<file path="src/rtl/sad_block_min_tracker.sv">
// Accumulates partial SADs into candidate-block SADs and tracks the minimum over one search.
// A one-cycle done pulse marks the result.
module sad_block_min_tracker #(
    parameter int unsigned BLOCK_WORDS = 16,
    parameter int unsigned ACC_W       = 14,
    parameter int unsigned IDX_W       = 16
) (
    input  logic             Clk,
    input  logic             Reset,
    input  logic             start,
    input  logic [IDX_W-1:0] num_cand,
    input  logic             sad_valid,
    input  logic [9:0]       sad_in,
    output logic             sad_ready,
    output logic             busy,
    output logic             done,
    output logic [ACC_W-1:0] min_sad,
    output logic [IDX_W-1:0] min_index
);

    localparam int unsigned WCNT_W = (BLOCK_WORDS > 1) ? $clog2(BLOCK_WORDS) : 1;
    localparam logic [WCNT_W-1:0] WORD_LAST = WCNT_W'(BLOCK_WORDS - 1);
    localparam logic [ACC_W-1:0]  ACC_ONES  = {ACC_W{1'b1}};

    typedef enum logic [1:0] {StIdle, StRun, StFinish} state_e;

    state_e            state;
    logic [ACC_W-1:0]  acc;
    logic [WCNT_W-1:0] word_cnt;
    logic [IDX_W-1:0]  cand_cnt;
    logic [IDX_W-1:0]  num_lat;

    logic [ACC_W-1:0]  cand_sum;
    logic              accept;
    logic              word_last;
    logic              cand_last;

    always_comb begin
        cand_sum  = acc + {{(ACC_W - 10){1'b0}}, sad_in};
        accept    = sad_valid && busy;
        word_last = (word_cnt == WORD_LAST);
        cand_last = (cand_cnt == num_lat - IDX_W'(1));
    end

    assign sad_ready = busy;

    always_ff @(posedge Clk or posedge Reset) begin
        if (Reset) begin
            state     <= StIdle;
            busy      <= 1'b0;
            done      <= 1'b0;
            min_sad   <= '0;
            min_index <= '0;
            acc       <= '0;
            word_cnt  <= '0;
            cand_cnt  <= '0;
            num_lat   <= '0;
        end else begin
            done <= 1'b0;
            // start has priority over everything, including a word on the same edge
            if (start) begin
                num_lat   <= num_cand;
                acc       <= '0;
                word_cnt  <= '0;
                cand_cnt  <= '0;
                min_sad   <= ACC_ONES;
                min_index <= '0;
                if (num_cand == '0) begin
                    state <= StFinish;
                    busy  <= 1'b0;
                    done  <= 1'b1;
                end else begin
                    state <= StRun;
                    busy  <= 1'b1;
                end
            end else begin
                unique case (state)
                    StIdle: begin
                        state <= StIdle;
                    end
                    StRun: begin
                        if (accept) begin
                            if (word_last) begin
                                if (cand_sum < min_sad) begin
                                    min_sad   <= cand_sum;
                                    min_index <= cand_cnt;
                                end
                                acc      <= '0;
                                word_cnt <= '0;
                                cand_cnt <= cand_cnt + IDX_W'(1);
                                if (cand_last) begin
                                    state <= StFinish;
                                    busy  <= 1'b0;
                                    done  <= 1'b1;
                                end
                            end else begin
                                acc      <= cand_sum;
                                word_cnt <= word_cnt + WCNT_W'(1);
                            end
                        end
                    end
                    StFinish: begin
                        state <= StIdle;
                    end
                    default: begin
                        state <= StIdle;
                        busy  <= 1'b0;
                    end
                endcase
            end
        end
    end

endmodule

</file>
<file path="config.mk">
export PLATFORM = sky130hd
export DESIGN_NAME = sad_block_min_tracker
export DESIGN_NICKNAME = d
export VERILOG_FILES = /design/src/rtl/sad_block_min_tracker.sv
export SDC_FILE = /design/constraint.sdc
export NUM_CORES = 1
export LEC_CHECK = 0
export BUFFER_PORTS_ARGS = -buffer_cell sky130_fd_sc_hd__buf_4
export CORE_UTILIZATION = 57
export CTS_CLUSTER_SIZE = 28
export DETAILED_ROUTE_END_ITERATION = 10
export PLACE_DENSITY = 0.79
export SLEW_MARGIN = 40
export SYNTH_ARGS = -nofsm -noshare
export SYNTH_HDL_FRONTEND = slang
export SYNTH_SLANG_ARGS = --single-unit
</file>
<file path="constraint.sdc">
create_clock -name Clk -period 5.2 [get_ports Clk]
set_clock_uncertainty 0.15 [all_clocks]
set_input_delay 0.26 -clock Clk [delete_from_list [all_inputs] [get_ports Clk]]
set_output_delay 0.26 -clock Clk [all_outputs]
set_load 0.02 [all_outputs]
</file>
# Yosys cells after proc, flatten, opt, wreduce, memory -nomap -nowiden
# Cells that the tools add are included.
[totals] out_inout_bits=33 reg_bits=84 input_bits=30
[op_classes] n_eq_ne=8 magnitude_cmp=1 n_reduce_logical=13 n_addsub=4 mux=40
[ops] operator="$mux W16" count=9
[ops] operator="$mux W14" count=9
[ops] operator="$add A16 B1 Y16 const B" count=1
[ops] operator="$eq A16 B16 Y1" count=1
[ops] operator="$logic_not A16 Y1" count=1
[ops] operator="$mux W4" count=4
[ops] operator="$sub A16 B1 Y16 const B" count=1
[ops] operator="$add A14 B10 Y14" count=1
[ops] operator="$lt A14 B14 Y1" count=1
[ops] operator="$mux W2" count=6
[ops] operator="$mux W1" count=11
[ops] operator="$ne A3 B3 Y1 const B" count=3
[ops] operator="$reduce_and A4 Y1" count=2
[ops] operator="$reduce_bool A2 Y1" count=4
[ops] operator="$reduce_and A3 Y1" count=2
[ops] operator="$add A4 B1 Y4 const B" count=1
[ops] operator="$eq A4 B4 Y1 const B" count=1
[ops] operator="$eq A2 B1 Y1 const B" count=1
[ops] operator="$eq A2 B2 Y1 const B" count=1
[ops] operator="$logic_not A2 Y1" count=1
[ops] operator="$ne A2 B1 Y1 const B" count=1
[ops] operator="$pmux W1 S2" count=1
[ops] operator="$reduce_and A2 Y1" count=1
[ops] operator="$reduce_or A2 Y1" count=1
[ops] operator="$logic_and A1 B1 Y1" count=1

# Depth between registers and ports, before layout
[logic_depth] ltp_word=7 mapped_depth=18

# Worst setup path before layout
# OpenSTA, ideal clock, no wires.
[synth_path] path_type="reg-to-reg" start="register acc[0]" end="register min_sad[0]" path_buffers=2 path_stages_with_launch=19 synth_period_minus_slack_ns=3.819 t_arrival_ns=3.535 path_slack_ns=1.381 t_required_ns=4.916 setup_ns=0.134 path_cell_list="dfrtp_1 -> ha_1 -> inv_1 -> fa_1 -> nor2b_1 -> o31a_1 -> o221a_2 -> nor2_1 -> o21ai_1 -> xor2_1 -> ha_1 -> nand3_1 -> nor4_1 -> o41ai_1 -> o211ai_1 -> buf_1 -> clkbuf_1 -> mux2i_1 -> nand2_1"
[synth_via] elab_chain_len=6 elab_cells_between_ends=9
[synth_lines] element="from (decl)" line="28" text="logic [ACC_W-1:0] acc;"
[synth_lines] element="from (signal assigned)" line="97" text="acc <= cand_sum;"
[synth_lines] element="$add A14 B10 Y14 *" line="39" text="cand_sum = acc + {{(ACC_W - 10){1'b0}}, sad_in};"
[synth_lines] element="branches (longest 5 deep; another with $lt A14 B14 Y1)"
[synth_lines] element="to (signal assigned)" line="85" text="min_sad <= cand_sum;"
[synth_lines] element="to (decl)" line="17" text="output logic [ACC_W-1:0] min_sad,"
# Every way passes the cells marked *. The select of a mux whose other input is x is not followed.
# A chain may end at the register's enable or synchronous reset.

# Final worst setup path
[layout_path] start="register acc[0]" end="register min_index[4]"
[layout_via] elab_chain_len=4
[layout_lines] element="$add A14 B10 Y14" line="39"
[layout_lines] element="$lt A14 B14 Y1" line="84" text="if (cand_sum < min_sad) begin"
[layout_lines] element="$reduce_bool A2 Y1 (no line)"
[layout_lines] element="$reduce_and A4 Y1 (no line)"
[layout_lines] element="to (signal assigned)" line="86" text="min_index <= cand_cnt;"
[layout_lines] element="to (decl)" line="18" text="output logic [IDX_W-1:0] min_index"
# No other way between the ends.

==> run metrics <==
gr usage total=26.09%; cell internal pwr=1028 uW; clock-pin slew on the worst setup and hold paths=90 ps; clock share of power=32.2%; P_sw=427.4 uW; Root Driver=clkbuf_8; Mapped Area=4927 um2; Worst setup EP type=flip-flop; vias per cell=5.813; Worst R2R Start=acc[0]$_DFFE_PP0P_; Main synth FF type=dfrtp_1; Syn Area/Cell=9.815 um2; starting density of the core=59.37%; vias in the first global route=3691; Max Buffers Root-to-Sink=2; Worst Hold Path EP=num_lat[4]$_DFFE_PP0P_; drt pass-1 iters=4; Synth Net Count=559; Die H=94.98 um; actual slew at the worst max-slew pin=678.1 ps; Cell variety after synth=59; Setup Fix Bufs, Post-CTS=0; ANT cells=0; ANT nets after route=0; share of layout cells above drive strength 1=18.47%; final setup fails=0; area growth from synthesis to layout=17.70%; worst reg2reg path depth=17; Mapped Cells=502; Core ar.=8299 um2; CTS tree=yes; Post-DP HPWL=7862 um; Hold Fails Final Rpt=0; Worst Path Class, Setup=flip-flop to flip-flop; CP Data Required Time=5260 ps; initial DRC count=243; status=finished clean; DP Cell Count=646; largest net degree at the start of global routing=85; vias post-DR=3947; PortBufs=62; # fillers=643; Yosys reg bits=84; total CTS buffers=9; nets=626; area occupied by multi-input gates=2587 um2; Worst setup SP type=flip-flop; CP max FO=26; Die X=94.98 um; # H-tree levels=3; die area=9020 um2; sinks on the clock net=84; Slew Limit Fails=0; Reg2Reg Setup Slack=1030 ps; Hold Path Origin=num_cand[4]; sequential fraction of design power=49.1%; worst min-delay path class=input port to flip-flop; Fmax=239.6 MHz; number of synthesized flops with an enable pin=0; Tmin final=4174 ps; synthesis warning total=0; Crit path largest cell delay=460 ps; TNS Setup=0 ps; hold depth=2; RSZ-0062 raised after global routing=no; total congestion overflow=0; sw frac=29.37%; Slew HR=54.79%; Post-synth ARST share=100.0%; WL/cell=16.31 um; IO Count=63; VDD IR max=0.1479 mV; row cnt=33; GP Congestion=0.8673; Static Leak=0.002746 uW; sequential share of the synthesized area=42.66%; r2r endpoint=min_index[4]$_DFFE_PP0P_; Comb power frac=18.7%; period utilization=80.26%; first-pass GRT wire length=18040 um; DRC viols=0; Max Cap Viol=0; Worst path slowest cell=buf_4; final wirelength=11080 um; post-route insts no fill=679; initial antenna violation count=0; cell area power density=250.9 nW/um2; arrival time worst endpoint=4240 ps; register area=2102 um2; worst-skew pair later-pin latency=350 ps; critical-path cell list=ha_1 -> inv_1 -> fa_1 -> nor2b_1 -> o31a_1 -> o221a_2 -> nor2_1 -> o21ai_1 -> xor2_1 -> ha_1 -> nand3_1 -> nor4_1 -> o41ai_1 -> o211ai_1 -> buf_4 -> mux2i_1 -> nor2_1
-- worst max-delay path, delay by kind of cell, from the launching register on --
family | cells | cell delay, ps
buffers and inverters | 2 | 530
flip-flops | 1 | 370
adder cells (fa/ha/maj) | 3 | 910
XOR/XNOR | 1 | 130
AO/OA/AOI/OAI | 5 | 990
multiplexers | 1 | 270
AND/OR/NAND/NOR | 5 | 650
-- synth_stat cells, types with 6 or more instances --
cell / instances / area, um2
xor2_1: 17 / 148.9
ha_1: 26 / 325.3
a21oi_1: 18 / 90.09
a22o_1: 11 / 96.34
mux2_2: 12 / 135.1
o21ai_1: 13 / 65.06
inv_1: 29 / 108.9
o21ai_0: 10 / 50.05
o211ai_1: 6 / 45.04
or3_1: 6 / 37.54
nand3_1: 13 / 65.06
nand2_1: 32 / 120.1
nor2_1: 49 / 183.9
dfrtp_1: 84 / 2102
nor4_1: 7 / 43.79
mux2i_1: 29 / 290.3
xnor2_1: 25 / 219.0
nor3_1: 12 / 60.06
nand4_1: 7 / 43.79
clkbuf_1: 18 / 67.56
-- how the worst max path moves through the flow --
stage / from / end / slack, ps
2_1_floorplan: acc[0]$_DFFE_PP0P_ / min_sad[0]$_DFFE_PP0P_ / 1380
6_report: acc[0]$_DFFE_PP0P_ / min_index[4]$_DFFE_PP0P_ / 1030
4_1_cts: acc[0]$_DFFE_PP0P_ / min_index[4]$_DFFE_PP0P_ / 840
5_1_grt: acc[0]$_DFFE_PP0P_ / min_index[4]$_DFFE_PP0P_ / 640
3_3_place_gp: sad_in[0] / min_index[8]$_DFFE_PP0P_ / 1050
3_5_place_dp: acc[0]$_DFFE_PP0P_ / min_index[4]$_DFFE_PP0P_ / 850
-- layer usage --
| metal | track usage, % | vias to the layer above | part of all wire (%) |
|---|---|---|---|
| met5 | 0 | - | 0 |
| met4 | 6.313 | 0 | 1.0 |
| met3 | 3.945 | 13 | 4.8 |
| met2 | 41.01 | 110 | 48 |
| met1 | 37.82 | 1901 | 46 |
| li1 | - | 1923 | - |
-- final cells by class --
| class | count | area share (%) |
|---|---|---|
| sequential | 84 | 36.25 |
| inverter | 32 | 2.093 |
| multi-input combinational | 360 | 44.62 |
| clock inverter | 7 | 1.273 |
| tap | 105 | 2.265 |
| timing repair buffer | 82 | 11.37 |
| clock buffer | 9 | 2.136 |
-- registers in the layout, summed over array words and instances, names as in the netlist --
name and count:
min_sad 14, done 1, cand_cnt 16, busy 1, word_cnt 4, num_lat 16, acc 14, state 2
min_index 16
-- per-stage QoR --
step                setup WS, ps  hold WS [ps]  utilization (%)  total power (uW)  area (um2)
floorplan                   1381         226.8                -             904.2        4927
global placement            1051         306.7            65.40             976.3        5428
detailed placement         851.7         325.7            65.48             985.7        5434
CTS                        837.1         2.614            69.79              1465        5792
global route               643.7         1.118            69.88              1531        5799
finish                      1026         13.54            69.88              1455        5799
-- cell families after synthesis --
group	share of synthesized area [%]
AND/OR/NAND/NOR	15.97
flip-flops	42.66
AO/OA/AOI/OAI	13.38
adder cells (fa/ha/maj)	7.009
XOR/XNOR	7.466
multiplexers	8.634
buffers and inverters	4.875
-- power groups by stage --
stage | registers [uW] | clock network [uW] | logic, uW
final | 714 | 469 | 272
after CTS | 714 | 481 | 271
after global placement | 725 | 0 | 251
after global routing | 718 | 513 | 300
after detailed placement | 727 | 0 | 259
after floorplan | 729 | 0 | 175
-- layout by cell type, fill, tap and decap left out, types with 3 or more instances in the layout --
master         netlist  final
a211oi_1             5      5
nand4_1              7      7
clkbuf_8             0     10
ha_1                26     26
dfrtp_1             84     84
nand3_1             13     13
o211ai_1             6      6
a21o_1               5      5
nor2_1              49     48
xor2_1              17     17
inv_1               29     28
o21a_1               5      5
nand2_1             32     32
mux2_2              12     12
or3_1                6      6
a21oi_1             18     18
and2_1               3      3
o31a_1               4      4
xnor2_1             25     25
and3_1               4      4
buf_4                1     64
nor2b_1              3      3
dlygate4sd3_1        0     16
a31oi_1              3      3
nor4_1               7      7
a22o_1              11     11
o21ai_0             10     10
nor3_1              12     12
clkinv_2             0      3
o21ai_1             13     13
inv_2                3      3
mux2i_1             29     29
-- timing repair --
action                    4_1_cts  5_1_grt
hold endpoints to repair       54        0
hold buffers                   16        0
gates resized for setup         0        0
Note: power is estimated with default switching activity, not from simulation.
